--- config.mk ---
export PLATFORM = sky130hd
export DESIGN_NAME = fb_mig_writer
export DESIGN_NICKNAME = d
export VERILOG_FILES = /design/src/rtl/fb_pkg.sv /design/src/rtl/fb_mig_writer.sv
export SDC_FILE = /design/constraint.sdc
export NUM_CORES = 1
export LEC_CHECK = 0
export CORE_ASPECT_RATIO = 1.5
export CORE_MARGIN = 2
export CORE_UTILIZATION = 36
export DETAILED_ROUTE_END_ITERATION = 10
export PLACE_DENSITY_LB_ADDON = 0.2
export REMOVE_ABC_BUFFERS = 1
export SLEW_MARGIN = 20
export SYNTH_ARGS = -nofsm -noshare
export SYNTH_HDL_FRONTEND = slang
export SYNTH_SLANG_ARGS = --single-unit
--- constraint.sdc ---
create_clock -name clk_in -period 2.7 [get_ports clk_in]
set_clock_uncertainty 0.05 [all_clocks]
set_input_delay 0.405 -clock clk_in [delete_from_list [all_inputs] [get_ports clk_in]]
set_output_delay 0.405 -clock clk_in [all_outputs]
set_load 0.05 [all_outputs]
--- src/rtl/fb_pkg.sv ---
// Shared framebuffer definitions: MIG command encodings and the
// single-entry write-slot FSM state.
package fb_pkg;

    localparam logic [2:0] MIG_CMD_WRITE = 3'b000;
    localparam logic [2:0] MIG_CMD_READ  = 3'b001;

    typedef enum logic [1:0] {
        ST_EMPTY     = 2'd0,
        ST_BOTH      = 2'd1,
        ST_CMD_ONLY  = 2'd2,
        ST_DATA_ONLY = 2'd3
    } wr_state_t;

endpackage

--- src/rtl/fb_mig_writer.sv ---
// Single-entry chunk writer: turns 8-pixel chunks into MIG write command
// plus single-beat write data, tracking the two halves independently.
module fb_mig_writer
    import fb_pkg::*;
#(
    parameter int          HRES     = 1280,
    parameter int          VRES     = 720,
    parameter logic [26:0] FB0_BASE = 27'h0000000,
    parameter logic [26:0] FB1_BASE = 27'h0200000,
    localparam int         CAW      = $clog2(HRES * VRES / 8)
) (
    input  logic              clk_in,
    input  logic              rst_n_in,
    input  logic              valid_in,
    output logic              ready_out,
    input  logic [CAW-1:0]    addr_in,
    input  logic [7:0][15:0]  data_in,
    input  logic [15:0]       strobe_in,
    input  logic              buffer_sel_in,
    output logic [26:0]       app_addr,
    output logic [2:0]        app_cmd,
    output logic              app_en,
    input  logic              app_rdy,
    output logic [127:0]      app_wdf_data,
    output logic [15:0]       app_wdf_mask,
    output logic              app_wdf_wren,
    output logic              app_wdf_end,
    input  logic              app_wdf_rdy,
    input  logic              clear_count_in,
    output logic [31:0]       write_count_out,
    output logic [31:0]       drop_count_out,
    output logic              idle_out
);

    wr_state_t   state, state_nxt;
    logic        accept, drop, load, txn_done;
    logic [26:0] base, chunk_off;

    assign accept    = valid_in && ready_out;
    assign drop      = accept && (strobe_in == 16'h0000);
    assign load      = accept && (strobe_in != 16'h0000);
    assign base      = buffer_sel_in ? FB1_BASE : FB0_BASE;
    assign chunk_off = 27'({addr_in, 3'b000});
    assign app_cmd   = MIG_CMD_WRITE;

    always_ff @(posedge clk_in or negedge rst_n_in) begin
        if (!rst_n_in) state <= ST_EMPTY;
        else           state <= state_nxt;
    end

    // txn_done marks the cycle the last outstanding half is handshaken;
    // the slot frees that same cycle so a new chunk can follow immediately.
    always_comb begin
        state_nxt    = state;
        txn_done     = 1'b0;
        app_en       = 1'b0;
        app_wdf_wren = 1'b0;
        case (state)
            ST_EMPTY: begin
                if (load) state_nxt = ST_BOTH;
            end
            ST_BOTH: begin
                app_en       = 1'b1;
                app_wdf_wren = 1'b1;
                if (app_rdy && app_wdf_rdy) begin
                    txn_done  = 1'b1;
                    state_nxt = load ? ST_BOTH : ST_EMPTY;
                end else if (app_rdy) begin
                    state_nxt = ST_DATA_ONLY;
                end else if (app_wdf_rdy) begin
                    state_nxt = ST_CMD_ONLY;
                end
            end
            ST_CMD_ONLY: begin
                app_en = 1'b1;
                if (app_rdy) begin
                    txn_done  = 1'b1;
                    state_nxt = load ? ST_BOTH : ST_EMPTY;
                end
            end
            ST_DATA_ONLY: begin
                app_wdf_wren = 1'b1;
                if (app_wdf_rdy) begin
                    txn_done  = 1'b1;
                    state_nxt = load ? ST_BOTH : ST_EMPTY;
                end
            end
            default: state_nxt = ST_EMPTY;
        endcase
        app_wdf_end = app_wdf_wren;
        ready_out   = (state == ST_EMPTY) || txn_done;
        idle_out    = (state == ST_EMPTY);
    end

    // Held entry only changes on a real load, so it stays stable while stalled.
    always_ff @(posedge clk_in or negedge rst_n_in) begin
        if (!rst_n_in) begin
            app_addr     <= '0;
            app_wdf_data <= '0;
            app_wdf_mask <= '0;
        end else if (load) begin
            app_addr     <= base + chunk_off;
            app_wdf_data <= data_in;
            app_wdf_mask <= ~strobe_in;
        end
    end

    always_ff @(posedge clk_in or negedge rst_n_in) begin
        if (!rst_n_in) begin
            write_count_out <= '0;
            drop_count_out  <= '0;
        end else if (clear_count_in) begin
            write_count_out <= '0;
            drop_count_out  <= '0;
        end else begin
            if (txn_done) write_count_out <= write_count_out + 32'd1;
            if (drop)     drop_count_out  <= drop_count_out + 32'd1;
        end
    end

endmodule

# ---- Word level (Yosys, flattened, before mapping)
# Cells that the tools add are included.
dict set report op_classes {
  reduce_logical 13
  n_bitwise 1
  div 0
  multipliers 0
  n_shift 0
  n_eq_ne 7
  add_sub_neg 3
  n_lt_le_gt_ge 0
  muxes 19
}
# cell n
set op_table {}
lappend op_table {{$mux W32} 4}
lappend op_table {{$add A32 B1 Y32 const B} 2}
lappend op_table {{$add A22 B20 Y23} 1}
lappend op_table {{$mux W22} 1}
lappend op_table {{$logic_not A16 Y1} 1}
lappend op_table {{$not A16 Y16} 1}
lappend op_table {{$reduce_bool A16 Y1} 1}
lappend op_table {{$mux W2} 6}
lappend op_table {{$pmux W2 S4} 1}
lappend op_table {{$mux W1} 6}
lappend op_table {{$eq A2 B2 Y1 const B} 2}
lappend op_table {{$logic_and A1 B1 Y1} 4}
lappend op_table {{$ne A2 B2 Y1 const B} 2}
lappend op_table {{$ne A4 B4 Y1 const B} 1}
lappend op_table {{$reduce_and A4 Y1} 1}
lappend op_table {{$reduce_bool A2 Y1} 2}
lappend op_table {{$reduce_or A2 Y1} 2}
lappend op_table {{$pmux W1 S3} 1}
lappend op_table {{$eq A2 B1 Y1 const B} 1}
lappend op_table {{$logic_not A2 Y1} 1}
lappend op_table {{$ne A2 B1 Y1 const B} 1}
lappend op_table {{$logic_or A1 B1 Y1} 1}
dict set report totals {
  latch_bits 0
  memories 0
  word_cells 49
  input_bits 168
  output_inout_bits 243
  ramBits 0
  romBits 0
  register_bits 237
}

# ---- Longest topological paths before layout
dict set report logic_depth {
  word_depth 9
  mapped_depth 10
  ltp_nobuf 7
}

# ---- Worst setup path before layout
# OpenSTA, ideal clock, no wires.
dict set report synth_path {
  kind {register to register}
  startpoint {register state[0]}
  endpoint {register app_wdf_data[10]}
  t_arrival_ns 2.494
  stages_incl_launch_ff 10
  n_path_buf 3
  period_less_slack_ns 2.668
  setup_slack_ns 0.032
  setup_time_ns 0.125
  path_cell_list {dfrtp_1 -> inv_1 -> ha_1 -> a21o_1 -> a22oi_1 -> nand2b_1 -> buf_2 -> clkbuf_1 -> buf_2 -> mux2_2}
}
dict set report synth_between {
  word_cells_on_any_way 8
  classes_between {eq/ne: 3; mux: 1; reduce/logical: 4}
}
# element line_no
set synth_rtl {}
lappend synth_rtl {{from (decl)} fb_mig_writer.sv:35} ;# wr_state_t state, state_nxt;
lappend synth_rtl {{from (signal assigned)} fb_mig_writer.sv:48} ;# else state <= state_nxt;
lappend synth_rtl {{$logic_not A2 Y1} n/a}
lappend synth_rtl {{net idle_out} fb_mig_writer.sv:32} ;# output logic idle_out
lappend synth_rtl {{$logic_or A1 B1 Y1} fb_mig_writer.sv:91} ;# ready_out = (state == ST_EMPTY) || txn_done;
lappend synth_rtl {{$logic_and A1 B1 Y1} fb_mig_writer.sv:39} ;# assign accept = valid_in && ready_out;
lappend synth_rtl {{$logic_and A1 B1 Y1} fb_mig_writer.sv:41} ;# assign load = accept && (strobe_in != 16'h0000);
lappend synth_rtl {{to (signal assigned)} fb_mig_writer.sv:103} ;# app_wdf_data <= data_in;
lappend synth_rtl {{to (decl)} fb_mig_writer.sv:24} ;# output logic [127:0] app_wdf_data,
# The timed path passes the listed nets, and every way through them passes these cells.
# A chain may end at the register's enable or synchronous reset.

# ---- Worst setup path in the final report
dict set report layout_path {
  startpoint {register state[1]}
  endpoint {output port app_en}
}
dict set report layout_between {
  elab_chain_len 3
  word_cells_on_any_way 4
  classes_between {eq/ne: 2; mux: 1; reduce/logical: 1}
}
# element line_no
set layout_lines {}
lappend layout_lines {{$eq A2 B2 Y1 / $eq A2 B1 Y1 (equally long branches)} fb_mig_writer.sv:58} ;# case (state)
lappend layout_lines {{$reduce_or A2 Y1 (no line) *} n/a}
lappend layout_lines {{$mux W1 *} fb_mig_writer.sv:58}
lappend layout_lines {{to (decl)} fb_mig_writer.sv:22} ;# output logic app_en,
# Every way passes the cells marked *; elsewhere a longest branch is shown, timed or not.

==> metrics.md <==
| Metric | Value |
|---|---|
| Initial antenna violation count | 4 |
| Final-layout worst hold slack | 0.251 ns |
| Count of buffer and inverter cells on the critical path | 2 |
| Slack of the worst reg-to-reg path | 0.18 ns |
| Number of enable flip-flop cells after synthesis | 0 |
| Number of levels in the clock H-tree | 1 |
| Cell Area, Synth | 0.00975 mm2 |
| Storage cell area | 0.00571 mm2 |
| Net count reported at finish | 1376 |
| Number of buffers inserted to repair setup after CTS | 0 |
| Root buf cell | sky130_fd_sc_hd__clkbuf_16 |
| Worst setup SP type | flip-flop |
| Time the worst path needs with I/O delays and setup | 2.57 ns |
| Core Rows | 73 |
| Worst Tran Pin Value | 0.722 ns |
| Layout cell share with drive strength beyond 1 | 20.6% |
| Count of state elements after synthesis | 228 |
| Power density relative to cell area | 1300 mW/mm2 |
| Filler cell count | 2248 |
| Mean area per synthesized cell | 12.5 um2 |
| Post-synthesis cell type count | 46 |
| Routed wl met3 | 3.03 mm |
| Die W | 138 um |
| Delay-heaviest family, CP | buffers and inverters |
| PnR worst setup slack | 0.133 ns |
| Cells along the critical path | inv_1 -> ha_1 -> clkdlybuf4s50_1 |
| Overall via count from detail_route | 7751 |
| Critical Path Fanout Max | 4 |
| Wire length per cell | 19.6 um |
| Capture point of the critical path | app_en |
| Crit path arrival time | 2.11 ns |
| Peak supply drop | 1020 uV |
| Cell count after synthesis | 782 |
| Max Cap Viol | 0 |
| Tightest Hold Check Type | in -> reg |
| Met2 Wirelength | 15.8 mm |
| Dominant register cell in the synthesized netlist | sky130_fd_sc_hd__dfrtp_1 |
| Maximum number of pins on one net before global-route repair | 79 |
| Initial drt markers | 317 |
| CTS tree | yes |
| TritonCTS Buffers | 25 |
| Critical path origin | state[1]$_DFFE_PN0P_ |
| Starting utilization of the core area | 36.7% |
| Number of iterations in the first detailed-routing pass | 4 |
| RSZ-0062 raised after global routing | false |
| Clk sink count | 228 |
| Total stage count of the critical path | 3 |
| CP Capture Type | output port |
| Asr flop ratio synth | 100% |
| Metal1 wirelength | 10.8 mm |
| Share of the synthesized area in the top cell type | 58.5% |
| Static power due to leakage | 6.21 nW |
| Worst setup timing slack at the placement stage | -0.178 ns |
| Number of hold-slack violations in the final timing report | 0 |
| Warnings, synthesis | 0 |
| Clock Pin Slew Worst Setup and Hold Paths | 0.06 ns |
| Depth of the worst register-to-register path | 7 |
| Endpoints failing setup | 0 |
| Chip Height | 206 um |
| Maximum frequency from static timing analysis | 390 MHz |
| Placer Congestion | 0.814 |
| Wire length of the first global-routing pass | 46.5 mm |
| Synthesis-to-layout area growth | 56.2% |
| Highest routing layer actually used | met5 |
| Vias per cell | 4.97 |
| Area used by multi-input combinational logic | 0.00379 mm2 |
| Reg2reg end | app_wdf_data[13]$_DFFE_PN0P_ |
| Share of synthesized area occupied by flip-flops and latches | 58.5% |
| Remaining routing DRC violations | 0 |
| Final wirelength | 30.5 mm |
| Maximum count of clock buffers along a single path | 3 |
| Slew Viols, Final | 0 |
| CP Class | reg -> out |
| Worst stage delay on the critical path | 0.80 ns |
| Cell total after placement | 1511 |
| Number of standard cells in the final layout excluding fillers | 1560 |
| Final HPWL from detailed placement | 23.0 mm |
| Cells taking the most area after synthesis | sky130_fd_sc_hd__dfrtp_1, sky130_fd_sc_hd__mux2_2, sky130_fd_sc_hd__xnor2_1 |
| Insertion delay of the later-clocked pin in the worst-skew pair | 0.53 ns |
| Vias in the first global route | 8079 |
| Total routing resource utilization after global routing | 20.8% |
| Total core area | 0.0266 mm2 |
| Critical-path top delay cell | sky130_fd_sc_hd__clkdlybuf4s50_1 |
| Post-synthesis cell type with the largest combined area | sky130_fd_sc_hd__dfrtp_1 |
| Number of ports placed on the die boundary | 411 |
| FF-to-FF Start | state[1]$_DFFE_PN0P_ |
| Slew HR | 51.7% |
| Req. time, crit path | 2.25 ns |
| Result of the run | completed |
| Number of antenna-violating nets in the routed design | 0 |
| Global route overflow | 0 |
| Count of buffers inserted at the top-level ports | 398 |
| Final critical-path share of the clock period | 95.1% |
| Die area | 0.0284 mm2 |
==> cells in the mapped netlist (2+ instances only) <==
| library cell | number |
|---|---|
| sky130_fd_sc_hd__and2_1 | 5 |
| sky130_fd_sc_hd__buf_4 | 13 |
| sky130_fd_sc_hd__nand3_1 | 23 |
| sky130_fd_sc_hd__xor2_1 | 2 |
| sky130_fd_sc_hd__mux2_2 | 153 |
| sky130_fd_sc_hd__nor2_1 | 48 |
| sky130_fd_sc_hd__dfrtp_1 | 228 |
| sky130_fd_sc_hd__or2_2 | 3 |
| sky130_fd_sc_hd__buf_2 | 17 |
| sky130_fd_sc_hd__o21ai_0 | 28 |
| sky130_fd_sc_hd__nor4_2 | 4 |
| sky130_fd_sc_hd__nor2b_1 | 7 |
| sky130_fd_sc_hd__or3_1 | 12 |
| sky130_fd_sc_hd__or4_1 | 13 |
| sky130_fd_sc_hd__a21oi_1 | 28 |
| sky130_fd_sc_hd__o31ai_1 | 13 |
| sky130_fd_sc_hd__nand2_1 | 46 |
| sky130_fd_sc_hd__inv_1 | 7 |
| sky130_fd_sc_hd__nor3_1 | 6 |
| sky130_fd_sc_hd__ha_1 | 6 |
| sky130_fd_sc_hd__xnor2_1 | 27 |
| sky130_fd_sc_hd__a22oi_1 | 2 |
| sky130_fd_sc_hd__nand2b_1 | 4 |
| sky130_fd_sc_hd__clkbuf_1 | 22 |
| sky130_fd_sc_hd__and4_1 | 5 |
| sky130_fd_sc_hd__and3_1 | 8 |
| sky130_fd_sc_hd__nor3b_1 | 2 |
| sky130_fd_sc_hd__nor4_1 | 16 |
| sky130_fd_sc_hd__a21o_1 | 3 |
| sky130_fd_sc_hd__nor4b_1 | 2 |
| sky130_fd_sc_hd__nand4_1 | 14 |
==> through the flow <==
step / setup TNS [ns] / cell area, um2 / utilization [%] / total power (W)
after floorplan: -646.21 / 9510 / - / 0.0120
after global placement: -2.31 / 14300 / 53.7 / 0.0160
after detailed placement: -8.38 / 14300 / 53.7 / 0.0160
after CTS: 0 / 15200 / 57.3 / 0.0200
after global routing: 0 / 15200 / 57.3 / 0.0206
final: 0 / 15200 / 57.3 / 0.0197
==> final cells by class <==
cell class / count / share of cell area [%]
flip-flops and latches: 228 / 37.5
repair buffers: 436 / 28.5
multi-input cells: 504 / 24.9
clock buffers: 33 / 4.83
well taps: 337 / 2.77
clock inverters: 12 / 1.31
inverters: 7 / 0.173
diodes: 3 / 0.0493
==> metal layers <==
| metal | up-vias | track usage (%) |
|---|---|---|
| met5 | - | 0 |
| met4 | 2 | 6.74 |
| li1 | 3596 | - |
| met1 | 3828 | 22.8 |
| met3 | 48 | 8.17 |
| met2 | 277 | 37.0 |
==> cell families (layout without fill, tap and decap cells) <==
logic type / count (synthesis) / after routing / share of synthesized area [%]
DFF: 228 / 228 / 58.5
adders and majority gates: 6 / 6 / 0.770
other: 1 / 15 / 0.0385
buffers and inverters: 61 / 488 / 3.15
xor gates and xnor gates: 29 / 29 / 2.61
and+or+nand+nor: 223 / 223 / 12.3
muxes: 153 / 153 / 17.7
AOI/OAI and AO/OA: 81 / 81 / 4.89
==> worst register-to-register path, cell delays in order, from the launching register on <==
cell and delay [ns]:
sky130_fd_sc_hd__dfrtp_1 0.41, sky130_fd_sc_hd__inv_1 0.08, sky130_fd_sc_hd__ha_1 0.23, sky130_fd_sc_hd__a21o_1 0.22
sky130_fd_sc_hd__a22oi_1 0.38, sky130_fd_sc_hd__nand2b_4 0.35, sky130_fd_sc_hd__buf_12 0.27, sky130_fd_sc_hd__mux2_2 0.40
==> worst min-delay path by stage <==
stage | from | to | slack [ns] | cells after the start
final | clear_count_in | write_count_out[19]$_DFFE_PN0P_ | 0.25 | 2
after detailed placement | rst_n_in | drop_count_out[20]$_DFFE_PN0P_ | 0.40 | 1
after global placement | rst_n_in | drop_count_out[20]$_DFFE_PN0P_ | 0.40 | 1
after floorplan | rst_n_in | app_addr[10]$_DFFE_PN0P_ | 0.06 | 0
after global routing | clear_count_in | write_count_out[19]$_DFFE_PN0P_ | 0.29 | 2
after CTS | clear_count_in | write_count_out[19]$_DFFE_PN0P_ | 0.24 | 2
==> placed cells by master (no fill, tap or decap), types with 6 or more instances in the layout <==
master | netlist | final
sky130_fd_sc_hd__clkdlybuf4s50_1 | 0 | 392
sky130_fd_sc_hd__dfrtp_1 | 228 | 228
sky130_fd_sc_hd__mux2_2 | 153 | 153
sky130_fd_sc_hd__nor2_1 | 48 | 48
sky130_fd_sc_hd__nand2_1 | 46 | 46
sky130_fd_sc_hd__buf_4 | 13 | 32
sky130_fd_sc_hd__o21ai_0 | 28 | 28
sky130_fd_sc_hd__a21oi_1 | 28 | 28
sky130_fd_sc_hd__xnor2_1 | 27 | 27
sky130_fd_sc_hd__clkbuf_16 | 0 | 25
sky130_fd_sc_hd__nand3_1 | 23 | 23
sky130_fd_sc_hd__nor4_1 | 16 | 16
sky130_fd_sc_hd__nand4_1 | 14 | 14
sky130_fd_sc_hd__o31ai_1 | 13 | 13
sky130_fd_sc_hd__or4_1 | 13 | 13
sky130_fd_sc_hd__or3_1 | 12 | 12
sky130_fd_sc_hd__conb_1 | 1 | 12
sky130_fd_sc_hd__and3_1 | 8 | 8
sky130_fd_sc_hd__clkbuf_8 | 0 | 8
sky130_fd_sc_hd__inv_1 | 7 | 7
sky130_fd_sc_hd__nor2b_1 | 7 | 7
sky130_fd_sc_hd__nor3_1 | 6 | 6
sky130_fd_sc_hd__ha_1 | 6 | 6
sky130_fd_sc_hd__buf_12 | 0 | 6
==> flip-flops by register name, indices dropped and copies added, names as in the netlist <==
| signal | flops |
|---|---|
| app_wdf_data | 128 |
| drop_count_out | 32 |
| write_count_out | 32 |
| app_addr | 18 |
| app_wdf_mask | 16 |
| state | 2 |
==> repair_timing <==
action,CTS,global route
hold buffers,1,0
hold endpoints to repair,71,0
endpoints found under the setup margin,4,0
resized for setup,4,0
==> power breakdown <==
| group | switching, W | internal (W) |
|---|---|---|
| combinational | 0.00674 | 0.00383 |
| clock | 0.00144 | 0.00240 |
| sequential | 0.000647 | 0.00470 |
Power figures use the tool's default switching activity.
